### config.mk
export PLATFORM = sky130hd
export DESIGN_NAME = vram_ctrl
export DESIGN_NICKNAME = d
export VERILOG_FILES = /design/src/rtl/vram_ctrl.sv
export SDC_FILE = /design/constraint.sdc
export NUM_CORES = 1
export LEC_CHECK = 0
export BUFFER_PORTS_ARGS = -buffer_cell sky130_fd_sc_hd__buf_2
export CAP_MARGIN = 5
export CELL_PAD_IN_SITES_DETAIL_PLACEMENT = 1
export CELL_PAD_IN_SITES_GLOBAL_PLACEMENT = 2
export CORE_MARGIN = 2
export CORE_UTILIZATION = 31
export DETAILED_ROUTE_END_ITERATION = 6
export PLACE_DENSITY_LB_ADDON = 0.1
export SETUP_SLACK_MARGIN = 0.2
export SYNTH_ARGS = -nofsm -noshare
export SYNTH_HDL_FRONTEND = slang
export SYNTH_SLANG_ARGS = --single-unit
### constraint.sdc
create_clock -name clk -period 2.7 [get_ports clk]
set_input_delay 0.675 -clock clk [delete_from_list [all_inputs] [get_ports clk]]
set_output_delay 0.675 -clock clk [all_outputs]
set_load 0.01 [all_outputs]
### src/rtl/vram_ctrl.sv
// vram_ctrl: shares the VRAM write port between a 2-entry CPU store FIFO and a screen-clear engine.
// Optional range check on CPU word index is built when VRAM_CTRL_BOUNDS_EN is defined.
package arm_const;
  localparam int VGA_SCREEN_SIZE = 2400;
endpackage

module vram_ctrl #(
  parameter int WORDS = arm_const::VGA_SCREEN_SIZE
) (
  input  logic        clk,
  input  logic        reset_n,
  input  logic        cpu_we,
  input  logic [13:0] cpu_a,
  input  logic [31:0] cpu_wd,
  output logic        cpu_ready,
  input  logic        clr_start,
  input  logic [31:0] clr_word,
  output logic        clr_busy,
  output logic        clr_done,
  output logic        vram_we,
  output logic [13:0] vram_a,
  output logic [31:0] vram_wd,
  output logic        oob_err
);
  localparam int FIFO_DEPTH = 2;
  typedef enum logic {IDLE, CLEAR} state_t;
  state_t      state;
  logic [11:0] fa [FIFO_DEPTH];
  logic [31:0] fd [FIFO_DEPTH];
  logic        wp, rp;
  logic [1:0]  count;
  logic [11:0] idx;
  logic [31:0] fill;
  logic        last_cpu;
  logic        push, cpu_req, gnt_cpu, gnt_clr, pop_oob;
  logic        unused_low_addr;
  assign unused_low_addr = ^cpu_a[1:0];
  // ready comes from the registered count only, so a full FIFO never takes a write in a pop cycle
  assign cpu_ready = count < 2'(FIFO_DEPTH);
  assign push      = cpu_we && cpu_ready;
  assign cpu_req   = count != 2'd0;
  assign clr_busy  = state == CLEAR;
  assign gnt_cpu   = cpu_req && (state != CLEAR || !last_cpu);
  assign gnt_clr   = state == CLEAR && (!cpu_req || last_cpu);
`ifdef VRAM_CTRL_BOUNDS_EN
  assign pop_oob = {1'b0, fa[rp]} >= 13'(WORDS);
  // sticky flag for CPU stores that fall outside the screen
  always_ff @(posedge clk or negedge reset_n)
    if (!reset_n) oob_err <= 1'b0;
    else if (gnt_cpu && pop_oob) oob_err <= 1'b1;
`else
  assign pop_oob = 1'b0;
  assign oob_err = 1'b0;
`endif
  // FIFO storage; contents are don't-care while the entry is not counted
  always_ff @(posedge clk)
    if (push) begin
      fa[wp] <= cpu_a[13:2];
      fd[wp] <= cpu_wd;
    end
  // FIFO pointers and occupancy; a CPU grant is the pop
  always_ff @(posedge clk or negedge reset_n)
    if (!reset_n) begin
      wp    <= 1'b0;
      rp    <= 1'b0;
      count <= 2'd0;
    end else begin
      if (push) wp <= ~wp;
      if (gnt_cpu) rp <= ~rp;
      count <= count + 2'(push) - 2'(gnt_cpu);
    end
  // clear engine: start only from IDLE, advance one word per clear grant
  always_ff @(posedge clk or negedge reset_n)
    if (!reset_n) begin
      state <= IDLE;
      idx   <= 12'd0;
      fill  <= 32'd0;
    end else if (state == IDLE) begin
      if (clr_start) begin
        state <= CLEAR;
        idx   <= 12'd0;
        fill  <= clr_word;
      end
    end else if (gnt_clr) begin
      idx <= idx + 12'd1;
      if (idx == 12'(WORDS - 1)) state <= IDLE;
    end
  // registered write port; address/data hold when nothing is written
  always_ff @(posedge clk or negedge reset_n)
    if (!reset_n) begin
      vram_we  <= 1'b0;
      vram_a   <= 14'd0;
      vram_wd  <= 32'd0;
      clr_done <= 1'b0;
      last_cpu <= 1'b0;
    end else begin
      vram_we  <= gnt_clr || (gnt_cpu && !pop_oob);
      clr_done <= gnt_clr && idx == 12'(WORDS - 1);
      if (gnt_clr) begin
        vram_a  <= {idx, 2'b00};
        vram_wd <= fill;
      end else if (gnt_cpu && !pop_oob) begin
        vram_a  <= {fa[rp], 2'b00};
        vram_wd <= fd[rp];
      end
      if (gnt_cpu || gnt_clr) last_cpu <= gnt_cpu;
    end
endmodule
Yosys cells after proc, flatten, opt, wreduce, memory -nomap -nowiden
Memories as Yosys holds them, arrays and structs flattened.
Cells that the tools add are included.
{"block": "classes", "addsub": 3, "n_mul": 0, "div_mod_pow": 0, "magnitude_cmp": 1, "n_eq_ne": 2, "shift": 0, "mux": 13, "n_bitwise": 3, "n_reduce_logical": 14}
{"cell": "$mux W32", "count": 2}
{"cell": "$mux W12", "count": 3}
{"cell": "$mux W14", "count": 2}
{"cell": "$add A12 B1 Y12 const B", "count": 1}
{"cell": "$eq A12 B12 Y1 const B", "count": 1}
{"cell": "$mux W1", "count": 6}
{"cell": "$reduce_bool A2 Y1", "count": 3}
{"cell": "$logic_and A1 B1 Y1", "count": 4}
{"cell": "$reduce_and A2 Y1", "count": 2}
{"cell": "$logic_or A1 B1 Y1", "count": 3}
{"cell": "$not A1 Y1", "count": 3}
{"cell": "$add A2 B1 Y2", "count": 1}
{"cell": "$logic_not A1 Y1", "count": 2}
{"cell": "$lt A2 B2 Y1 const B", "count": 1}
{"cell": "$ne A2 B1 Y1 const B", "count": 1}
{"cell": "$sub A2 B1 Y2", "count": 1}
{"block": "totals", "reg_bits": 98, "latchBits": 0, "ramBits": 88, "rom_bits": 0, "in_bits": 82, "out_inout_bits": 51, "elab_cells": 49, "n_memories": 2}
{"memory": "fd", "depth": 2, "width": 32, "read_ports": 1, "rd_clocked_by_memory_dff": 0, "wr": 1, "line_no": "29", "rtl": "logic [31:0] fd [FIFO_DEPTH];"}
{"memory": "fa", "depth": 2, "width": 12, "read_ports": 1, "rd_clocked_by_memory_dff": 0, "wr": 1, "line_no": "28", "rtl": "logic [11:0] fa [FIFO_DEPTH];"}

Longest topological paths before layout
Gate-level depths: netlist (run 1).
{"block": "depth", "word_depth": 6, "mapped_depth": 8, "depth_no_buf": 7}

Worst setup path after synthesis (run 1)
Ideal clock, no wire load.
{"block": "synth_timing", "path_kind": "input to register", "startpoint": "in cpu_we", "endpoint": "mem fa[0][0] (enable)", "setup_time_ns": 0.445, "arrival_time_ns": 2.626, "t_required_ns": 2.255, "slack_ns": -0.372, "cell_stages": 2, "path_cell_list": "nand2_1 nor2_1"}
{"block": "synth_between", "elab_chain_cells": 3}
{"item": "start, declared", "line_no": "12", "rtl": "input logic cpu_we,"}
{"item": "$logic_and A1 B1 Y1", "line_no": "40", "rtl": "assign push = cpu_we && cpu_ready;"}
{"item": "$mux W1", "line_no": "57", "rtl": "if (push) begin"}
{"item": "$mux W1 (not written as such)", "line_no": "58", "rtl": "fa[wp] <= cpu_a[13:2];"}
{"item": "end, declared", "line_no": "28"}
Every way passes these cells.

Final worst setup path (run 1)
{"block": "layout_timing", "startpoint": "reg state (netlist: clr_busy)", "endpoint": "out clr_busy"}
{"item": "start, declared", "line_no": "27", "rtl": "state_t state;"}
{"item": "start signal, assigned", "line_no": "75", "rtl": "state <= IDLE;"}
{"item": "start signal, assigned", "line_no": "80", "rtl": "state <= CLEAR;"}
{"item": "start signal, assigned", "line_no": "86", "rtl": "if (idx == 12'(WORDS - 1)) state <= IDLE;"}
{"item": "end, declared", "line_no": "18", "rtl": "output logic clr_busy,"}
No word-level cell between the ends.

==> results.md, run 1 <==
- Tot GR Track Use: approximately 16%
- Largest net degree at the start of global routing: 74
- Via density: between 4 and 5
- Max-slew headroom: 62.1%
- Total of cells resized after clock tree synthesis: 0
- Fraction of power spent switching nets: 35.0%
- Post-Syn Area: roughly 7400 um^2
- DIE HEIGHT: 158 um
- Max Fclk: 429 MHz
- Critical Path RT: 2030 ps
- Via count: 5009
- Reg power frac: 45.4%
- Syn Inst Count: 616
- Die W: 158 um
- Logic pwr share: 29.4%
- Mean Syn Cell Area: 12.0 um^2
- Post-route clock period utilization: 86.4%
- Hold-fix buffers, CTS: 0
- Final instance area: 8980 um^2
- Pre-CTS setup slack: 582 ps
- Layout area overhead: 21.6%
- Top Ports: roughly 130
- Core area: around 23000 um^2
- Detailed-route DRC error count: 0
- DP HPWL: 12.7 mm
- Synth area leader: edfxtp_1
- Post-route setup slack: 368 ps
- Vias in the first global route: 5518
- CP endpoint kind: output pin
- DR WL/cell: 17.6 um
- Worst hold-check path type: primary input to async pin
- Global-route wire length before repair: 30.0 mm
- Most frequent cells after synthesis: 152 x nand2_1, 96 x dfrtp_1, 88 x a21oi_1, 88 x edfxtp_1, 49 x mux2i_1
- Synth Flop Type: dfrtp_1
- Num CTS Buffers: 17
- Net Switching: 3.24 mW
- Tmin final: 2330 ps
- Int Pwr: 6.03 mW
- CTS H-Tree Depth: 4
- Final Hold Violating Endpoints: 0
- Post-synth EDFFs: between 80 and 90
- RSZ-0062 raised after global routing: false
- Most common cell in the synthesized netlist: nand2_1
- Clock sink total: roughly 180
- Clock group share of total power: roughly 25%
- Root Buffer: clkbuf_16
- Register clock-pin slew on the reported worst setup and hold paths: roughly 70 ps
- Netlist cell types: 39
- Slew Viols, Final: 0
- WP data arrival: 1660 ps
- Clock Latency Late Sink: 430 ps
- Crit path launch: clr_busy
- Initial antenna violation count: 0
- Global route total overflow: 0
- Area contributors post-synth: edfxtp_1 36%, dfrtp_1 33%, nand2_1 7.7%
- CP Capture Point: clr_busy
- Setup Skew: 12.1 ps
- Core Util, Final: 38.4%
- Synth top area share: 35.8%
- Seq/Total Area, Yosys: 68.3%
- Reg2reg path depth: 4
- Yosys warns: 0
- R2r startpoint: clr_busy
- Crit Path Max Fanout: 24
- Diode count: 0
- Drt initial violations: a little under 200
- Final ANT Viol Nets: 0
- Die Area: ~25000 um^2
- Async SR Flop Fraction: 52.2%
- Clock tree buffer depth: 2
- Final net count: roughly 820
- Area after DPL: 8440 um^2
- Crit start category: flip-flop
- Pleak: 3.83 nW
- Starting Density: 31.6%
- Share of post-route cells with drive strength above 1: 24.9%
- Routed wire length: 18.9 mm
- Synth Register Bits: roughly 180
- GP Congestion: around 0.7
- Post-CTS Setup Bufs: 0
- I/O Buffers: 127
- WS Path Type: flip-flop to output pin
- Worst IR Drop VDD: 0.446 mV
- Worst r2r dst: vram_a[9]
- Status: finished clean
- Drt first pass iters: 4
- Worst slew pin tran: 569 ps
- CTS tree: done
- Final Power: 9.28 mW
- Maxcap violations: 0
- Worst R2R Setup Slack: between 600 and 700 ps
- Pwr/cell area: 1030 nW/um^2
- Setup TNS: 0 ps
- # setup viols final: 0
- Site Rows: 56
[power groups by stage]
stage	Sequential [mW]	Clock (mW)	Combinational, mW
floorplan	4.23	0	1.73
global placement	4.26	0	2.72
detailed placement	4.29	0	2.81
CTS	4.24	2.41	2.82
global route	4.32	2.52	3.09
finish	4.22	2.34	2.73
[stage by stage]
stage | hold slack [ps] | instances
3_3_place_gp | 458 | 1038
2_1_floorplan | 379 | 618
5_1_grt | 208 | 1070
6_report | 189 | 1070
4_1_cts | 191 | 1070
3_5_place_dp | 464 | 1038
[layout by cell type, fill, tap and decap left out, types with 2 or more instances in the layout]
| cell | synthesis | layout |
|---|---|---|
| o21ai_0 | 43 | 43 |
| nor4_1 | 2 | 2 |
| nor2_1 | 6 | 5 |
| dfrtp_1 | 96 | 94 |
| buf_4 | 7 | 13 |
| o211ai_1 | 3 | 3 |
| a21oi_1 | 88 | 88 |
| xnor2_1 | 3 | 3 |
| mux2i_1 | 49 | 49 |
| inv_1 | 3 | 3 |
| conb_1 | 1 | 3 |
| o31ai_1 | 4 | 4 |
| inv_6 | 0 | 5 |
| ha_1 | 3 | 3 |
| clkbuf_16 | 0 | 17 |
| inv_8 | 0 | 3 |
| dfrtp_2 | 0 | 2 |
| nand2_1 | 152 | 152 |
| nand4_1 | 3 | 3 |
| clkinv_2 | 0 | 2 |
| edfxtp_1 | 88 | 88 |
| nand3_1 | 6 | 6 |
| and3_1 | 3 | 2 |
| buf_12 | 0 | 6 |
| buf_2 | 9 | 126 |
| clkinvlp_4 | 0 | 3 |
[worst max-delay path, stage by stage, from the launching register on]
cell and delay [ps]:
dfrtp_2 730, buf_4 330, buf_2 170
[worst min-delay path by stage]
| stage | from | endpoint | slack (ps) |
|---|---|---|---|
| 2_1_floorplan | reset_n | clr_busy | 380 |
| 3_3_place_gp | vram_wd[22] | vram_wd[22] | 460 |
| 3_5_place_dp | fill[0] | fill[0] | 460 |
| 4_1_cts | reset_n | vram_wd[30] | 190 |
| 5_1_grt | reset_n | vram_we | 210 |
| 6_report | reset_n | vram_we | 190 |
[registers in the layout, indices dropped and copies added (netlist names)]
name	count
vram_we	1
fd	64
clr_busy	1
vram_a	12
idx	12
fill	32
clr_done	1
wp	1
count	2
fa	24
last_cpu	1
rp	1
vram_wd	32
[cells by family (layout without fill, tap and decap cells)]
family	count (synthesis)	after routing	share of synthesized area [%]
other	1	3	0.0508
XOR/XNOR	4	4	0.474
buffers and inverters	47	180	3.30
AND/OR/NAND/NOR	182	182	10.0
adder cells (fa/ha/maj)	3	3	0.508
AO/OA/AOI/OAI	144	144	10.3
multiplexers	51	51	6.99
flip-flops	184	184	68.3
[final cells by class]
| type | count | area (um^2) |
|---|---|---|
| timing repair buffer | 145 | 848 |
| tap | 319 | 399 |
| clock buffer | 18 | 429 |
| fill | 2610 | 14400 |
| sequential | 184 | 5050 |
| multi-input combinational | 387 | 2130 |
| inverter | 3 | 11.3 |
| clock inverter | 14 | 114 |
[layer usage]
metal | wire [um] | vias up | GRT usage (%)
met5 | 0 | - | 0
met4 | 186 | 0 | 4.12
met3 | 760 | 14 | 2.99
met2 | 9490 | 99 | 27.8
met1 | 8440 | 2505 | 20.4
li1 | - | 2391 | -
(Power assumes the default switching activity.)
==> inputs of run 2 (changes only) <==
--- a/config.mk
+++ b/config.mk
@@ -16,2 +16,3 @@
 export SETUP_SLACK_MARGIN = 0.2
+export SLEW_MARGIN = 25
 export SYNTH_ARGS = -nofsm -noshare
--- a/constraint.sdc
+++ b/constraint.sdc
@@ -3,2 +3,2 @@
 set_output_delay 0.675 -clock clk [all_outputs]
-set_load 0.01 [all_outputs]
+set_load 0.1 [all_outputs]
==> run 2 against run 1 <==
Clock power increased by 9.4%. Non-clock buffer count unchanged. Count of clock-buffer cells in the layout increased by 3. First-iteration DRC count increased by 13%. Maximum frequency increased by 1.7%. Routed wire length increased by 3.1%. Core utilization increased by 0.14 points. Hold slack improved by 15 ps. Clock skew decreased by 3.0 ps. Register-to-register slack improved by 100 ps. Final area increased by 0.38%. Largest cell class unchanged.
==> results.md, run 2 (same netlist as run 1, synthesis figures left out) <==
- Status: finished clean
- DIE HEIGHT: 158 um
- Via density: 4.75
- Crit-path max cell delay: 660 ps
- Fraction of power spent switching nets: 46.3%
- Clock tree buffer depth: 2
- Max-slew headroom: 59.3%
- GP Congestion: 0.724
- CP endpoint kind: output pin
- Starting Density: 31.6%
- Drt first pass iters: 4
- Final ANT Viol Nets: 0
- Reg power frac: 35.5%
- Maxcap violations: 0
- Worst slew pin tran: 610 ps
- Site Rows: 56
- WP data arrival: 1620 ps
- Hold slack final: between 200 and 250 ps
- Vias in the first global route: 5698
- Most frequent cells in the layout: 152 x nand2_1, 126 x buf_2, 94 x dfrtp_1
- Worst path bufs/invs: 1
- DR WL/cell: between 15 and 20 um
- Final instance area: 9020 um^2
- CP Cell Sequence: buf_2
- Worst hold-check path type: primary input to async pin
- Share of post-route cells with drive strength above 1: between 20 and 25%
- WS Path Type: flip-flop to output pin
- RSZ-0062 raised after global routing: false
- CTS H-Tree Depth: 4
- Slowest stage cell, crit path: dfrtp_2
- Fillcell total: approximately 2600
- Hold-fix buffers, CTS: 0
- Final Power: 11.7 mW
- Detailed-route DRC error count: 0
- Post-route setup slack: 407 ps
- Die W: about 160 um
- Core area: 23400 um^2
- Core Util, Final: 38.5%
- Drt initial violations: 222
- Total of cells resized after clock tree synthesis: 0
- Die Area: between 20000 and 30000 um^2
- Clock group share of total power: 21.8%
- Placed Cells: 1038
- CTS tree: done
- Num CTS Buffers: 17
- Commonest non-fill, non-tap cell in the layout: nand2_1
- Pre-CTS setup slack: 739 ps
- Logic pwr share: 42.7%
- Register area: roughly 5000 um^2
- Tmin final: 2290 ps
- Pwr/cell area: between 1000 and 1500 nW/um^2
- Root Buffer: clkbuf_16
- Setup Skew: 9.14 ps
- Biggest registers after layout: fd (64), fill (32), vram_wd (32)
- Setup TNS: 0 ps
- Crit start category: flip-flop
- Biggest register: fd
- Final Hold Violating Endpoints: 0
- Max Fclk: roughly 440 MHz
- Clock Latency Late Sink: 430 ps
- DP HPWL: approximately 13 mm
- Net Switching: 5.44 mW
- Multi-input logic area: 2130 um^2
- Register clock-pin slew on the reported worst setup and hold paths: 70 ps
- Largest net degree at the start of global routing: 58
- # setup viols final: 0
- Max reg flops: 64
- Area after DPL: 8420 um^2
- Routed wire length: 19.5 mm
- Final net count: a little over 800
- Final cell count without fillers: 1071
- Pleak: 3.84 nW
- Tot GR Track Use: between 10% and 20%
- Int Pwr: 6.30 mW
- Initial antenna violation count: 1
- Critical Path RT: 2030 ps
- Clock sink total: around 180
- I/O Buffers: around 130
- CP top delay family: flip-flops
- Worst IR Drop VDD: 0.640 mV
- Post-route clock period utilization: 84.9%
- Global-route wire length before repair: 31.0 mm
- Crit Path Max Fanout: 20
- Global route total overflow: 0
- Post-CTS Setup Bufs: 0
- Slew Viols, Final: 0
- Via count: 5086
- Layout area overhead: 22.0%
- Top Ports: about 130
-- run 2: cell count changes in the layout (fill, tap and decap cells not counted), moves of 2 or more --
| cell | previous run | this run |
|---|---|---|
| clkbuf_1 | 1 | 3 |
| bufinv_16 | 0 | 3 |
| buf_4 | 13 | 15 |
| buf_12 | 6 | 4 |
| inv_8 | 3 | 0 |
-- run 2: cell type report --
type,instances,share of cell area (%)
timing repair buffer,145,9.13
antenna,1,0.0278
multi-input combinational,387,23.7
sequential,184,56.0
inverter,3,0.167
clock buffer,21,5.00
clock inverter,11,1.61
tap,319,4.43
-- run 2: metal layers --
metal / global-route usage, % / wire length, um / up-vias
met5: 0 / 0 / -
met4: 5.53 / 286 / 0
met3: 3.35 / 640 / 17
met2: 29.4 / 9840 / 92
met1: 20.0 / 8690 / 2576
li1: - / - / 2401
-- run 2: worst register-to-register path: stages (launching register included) --
cell and delay [ps]:
dfrtp_1 520, o21bai_4 190, buf_4 270, buf_4 410, a21oi_1 170, a21oi_1 140, o21ai_0 100
-- run 2: power by group through the flow --
stage | combinational [mW] | clock (mW) | sequential, mW
finish | 5.01 | 2.56 | 4.17
detailed placement | 5.08 | 0 | 4.24
floorplan | 1.81 | 0 | 6.35
global route | 5.36 | 2.77 | 4.25
global placement | 5.00 | 0 | 4.19
CTS | 5.10 | 2.67 | 4.18
-- run 2: final timing paths --
kind	start	end	slack [ps]	cells after the start
setup / recovery	clr_busy	clr_busy	410	1
hold / removal	reset_n	vram_wd[29]	200	1
setup reg to reg	count[1]	vram_wd[2]	750	6
hold reg to reg	vram_wd[0]	vram_wd[0]	480	2
max in group asynchronous	reset_n	vram_wd[8]	1800	2
min in group clk	cpu_wd[13]	fd[0][13]	430	1
==> inputs of run 3 (changes only) <==
ABC_AREA = 1   (was not set)
clock period = 2 ns   (was 2.7 ns; I/O delays follow)
==> run 3 against run 2 <==
Count of clock-buffer cells in the layout fell by 2. First-iteration DRC count shrank 3.2%. Power up 36%. Critical path depth did not move. Register-to-register slack worse by 410 ps. Via count up 8.2%. Sequential cell count did not move. Sequential share of layout area is 1.6 points lower. Clock power grew 47%. Global-route usage rose by 0.68 points. Core utilization grew 0.80 points. Critical endpoint is now vram_wd[2]. Largest cell class unchanged. Largest power group unchanged.
==> results.md, run 3 <==
- Clock sink total: 184
- Most common cell in the synthesized netlist: nand2_1
- Logic pwr share: 42.6%
- Maxcap violations: 0
- Clock tree buffer depth: 2
- Biggest registers after layout: fd (64), fill (32), vram_wd (32)
- Num CTS Buffers: 17
- Worst IR Drop VDD: 0.858 mV
- Register clock-pin slew on the reported worst setup and hold paths: 70 ps
- Worst hold-check path type: primary input to async pin
- Async SR Flop Fraction: 52.2%
- Slowest stage cell, crit path: buf_2
- Most frequent cells in the layout: 310 x nand2_1, 122 x buf_2, 94 x dfrtp_1
- Largest net degree at the start of global routing: 45
- Final ANT Viol Nets: 0
- Detailed-route DRC error count: 0
- Post-Syn Area: ~7500 um^2
- DR WL/cell: 17.3 um
- Clock Latency Late Sink: 420 ps
- CTS tree: done
- Mean Syn Cell Area: about 9.9 um^2
- Worst path bufs/invs: 1
- Final Power: 16.0 mW
- Synth area leader: edfxtp_1
- Core area: 23600 um^2
- Synth top area share: between 30% and 40%
- DP HPWL: 13.7 mm
- Critical Path RT: 1500 ps
- Crit-path max cell delay: about 440 ps
- Layout area overhead: 23.9%
- Commonest non-fill, non-tap cell in the layout: nand2_1
- Synth Register Bits: 184
- CP endpoint kind: output pin
- Worst slew pin tran: 561 ps
- Via count: 5503
- Hold-fix buffers, CTS: 0
- DIE HEIGHT: 159 um
- Status: finished clean
- Final Hold Violating Endpoints: 0
- Syn Inst Count: 755
- Setup Skew: ~15 ps
- GRT busiest layer: met2
- GP Congestion: 0.771
- Share of post-route cells with drive strength above 1: 21.9%
- Max-slew headroom: 62.6%
- Global-route wire length before repair: roughly 34 mm
- Root Buffer: clkbuf_16
- Synth Flop Type: dfrtp_1
- Seq/Total Area, Yosys: between 60% and 70%
- Drt first pass iters: 4
- Post-route clock period utilization: 87.3%
- Clock group share of total power: 23.5%
- Site Rows: between 50 and 60
- Pleak: 4.30 nW
- M3 GR Usage: about 3.3%
- Via density: 4.53
- Drt initial violations: around 220
- Fraction of power spent switching nets: 46.6%
- Max reg flops: 64
- Post-CTS Setup Bufs: 0
- Int Pwr: 8.55 mW
- Yosys warns: 0
- WS Path Type: flip-flop to output pin
- Final net count: 966
- CP top delay family: buffers and inverters
- Post-synth EDFFs: 88
- Crit Path Max Fanout: 2
- Die Area: 25400 um^2
- R2r startpoint: count[1]
- Pwr/cell area: around 1700 nW/um^2
- Crit start category: flip-flop
- Routed wire length: 20.9 mm
- RSZ-0062 raised after global routing: false
- CP Cell Sequence: buf_2
- Met1 Use GR: roughly 22%
- Vias in the first global route: 6118
- Crit path launch: vram_wd[2]
- Slew Viols, Final: 0
- Max Fclk: between 500 and 600 MHz
- Global route total overflow: 0
- Biggest register: fd
- Grt met2 use: between 30% and 40%
- Top Ports: 133
- Net Switching: 7.45 mW
- Initial antenna violation count: 1
- Area contributors post-synth: edfxtp_1 35%, dfrtp_1 32%, nand2_1 16%
- WP data arrival: 1250 ps
- # setup viols final: 0
- Starting Density: 31.7%
- Reg power frac: 33.9%
- Netlist cell types: 27
- Setup TNS: 0 ps
- I/O Buffers: 127
- CTS H-Tree Depth: 4
- Most frequent cells after synthesis: 311 x nand2_1, 96 x dfrtp_1, 88 x edfxtp_1, 64 x nor2_1, 50 x o21ai_0
- Die W: about 160 um
- Tot GR Track Use: 17.2%
- Tmin final: around 1700 ps
## run 3: cell types whose count changed in the layout (fill, tap and decap cells not counted), moves of 4 or more
cell     before  now
nor2_1        5   62
o31ai_1       4    0
a21oi_1      88   43
nand2_1     152  310
buf_2       126  122
inv_2         0    6
buf_4        15   11
inv_1         2   20
nand3_1       6   12
o21ai_0      43   50
mux2i_1      49    0
## run 3: area by class of cell
cell class                      instances  area, um^2
Antenna cell                            1        2.50
Multi-Input combinational cell        507        2200
Clock buffer                           19         433
Timing Repair Buffer                  144         871
Fill cell                            2696       14300
Sequential cell                       184        5050
Clock inverter                         13         216
Inverter                               27         109
Tap cell                              319         399
## run 3: kinds of logic after synthesis
group | Yosys count | synth area share [%]
adders and majority gates | 3 | 0.501
buffers and inverters | 66 | 4.22
other | 1 | 0.0500
and+or+nand+nor | 401 | 21.0
DFF | 184 | 67.3
AOI/OAI and AO/OA | 95 | 6.36
xor gates and xnor gates | 5 | 0.584
## run 3: path summary, 6_finish.rpt
check,cells past startpoint,slack [ps],to
setup / recovery,1,250,vram_wd[2]
hold / removal,1,40,vram_wd[15]
setup reg to reg,9,340,count[1]
hold reg to reg,2,470,fill[1]
max in group asynchronous,2,1360,fill[8]
min in group clk,1,260,fd[1][4]
## run 3: metrics by stage
step,hold WS [ps],cells,instance area [um^2],worst slack [ps],util (%)
after floorplan,204,757,7590,71.1,-
after global placement,451,1181,8620,331,36.5
after detailed placement,457,1181,8620,280,36.5
after CTS,38.7,1213,9270,210,39.3
after global routing,42.4,1213,9280,202,39.3
final,36.3,1214,9290,254,39.3
## run 3: per-layer routing
metal	vias to the layer above	wire length (um)	part of all wire, %
li1	2689	-	-
met1	2722	9610	46
met2	83	10600	51
met3	9	566	2.7
met4	0	138	0.66
met5	-	0	0
## run 3: timing repair
item,in CTS,in global routing
endpoints found under the setup margin,2,9
resized for setup,2,4
pin swaps,0,0
## run 3: power by group through the flow
stage | clock (mW) | sequential [mW] | combinational, mW
3_3_place_gp | 0 | 5.48 | 6.77
3_5_place_dp | 0 | 5.51 | 6.93
2_1_floorplan | 0 | 8.26 | 2.46
5_1_grt | 4.03 | 5.55 | 7.38
4_1_cts | 3.87 | 5.44 | 6.94
6_report | 3.76 | 5.43 | 6.81
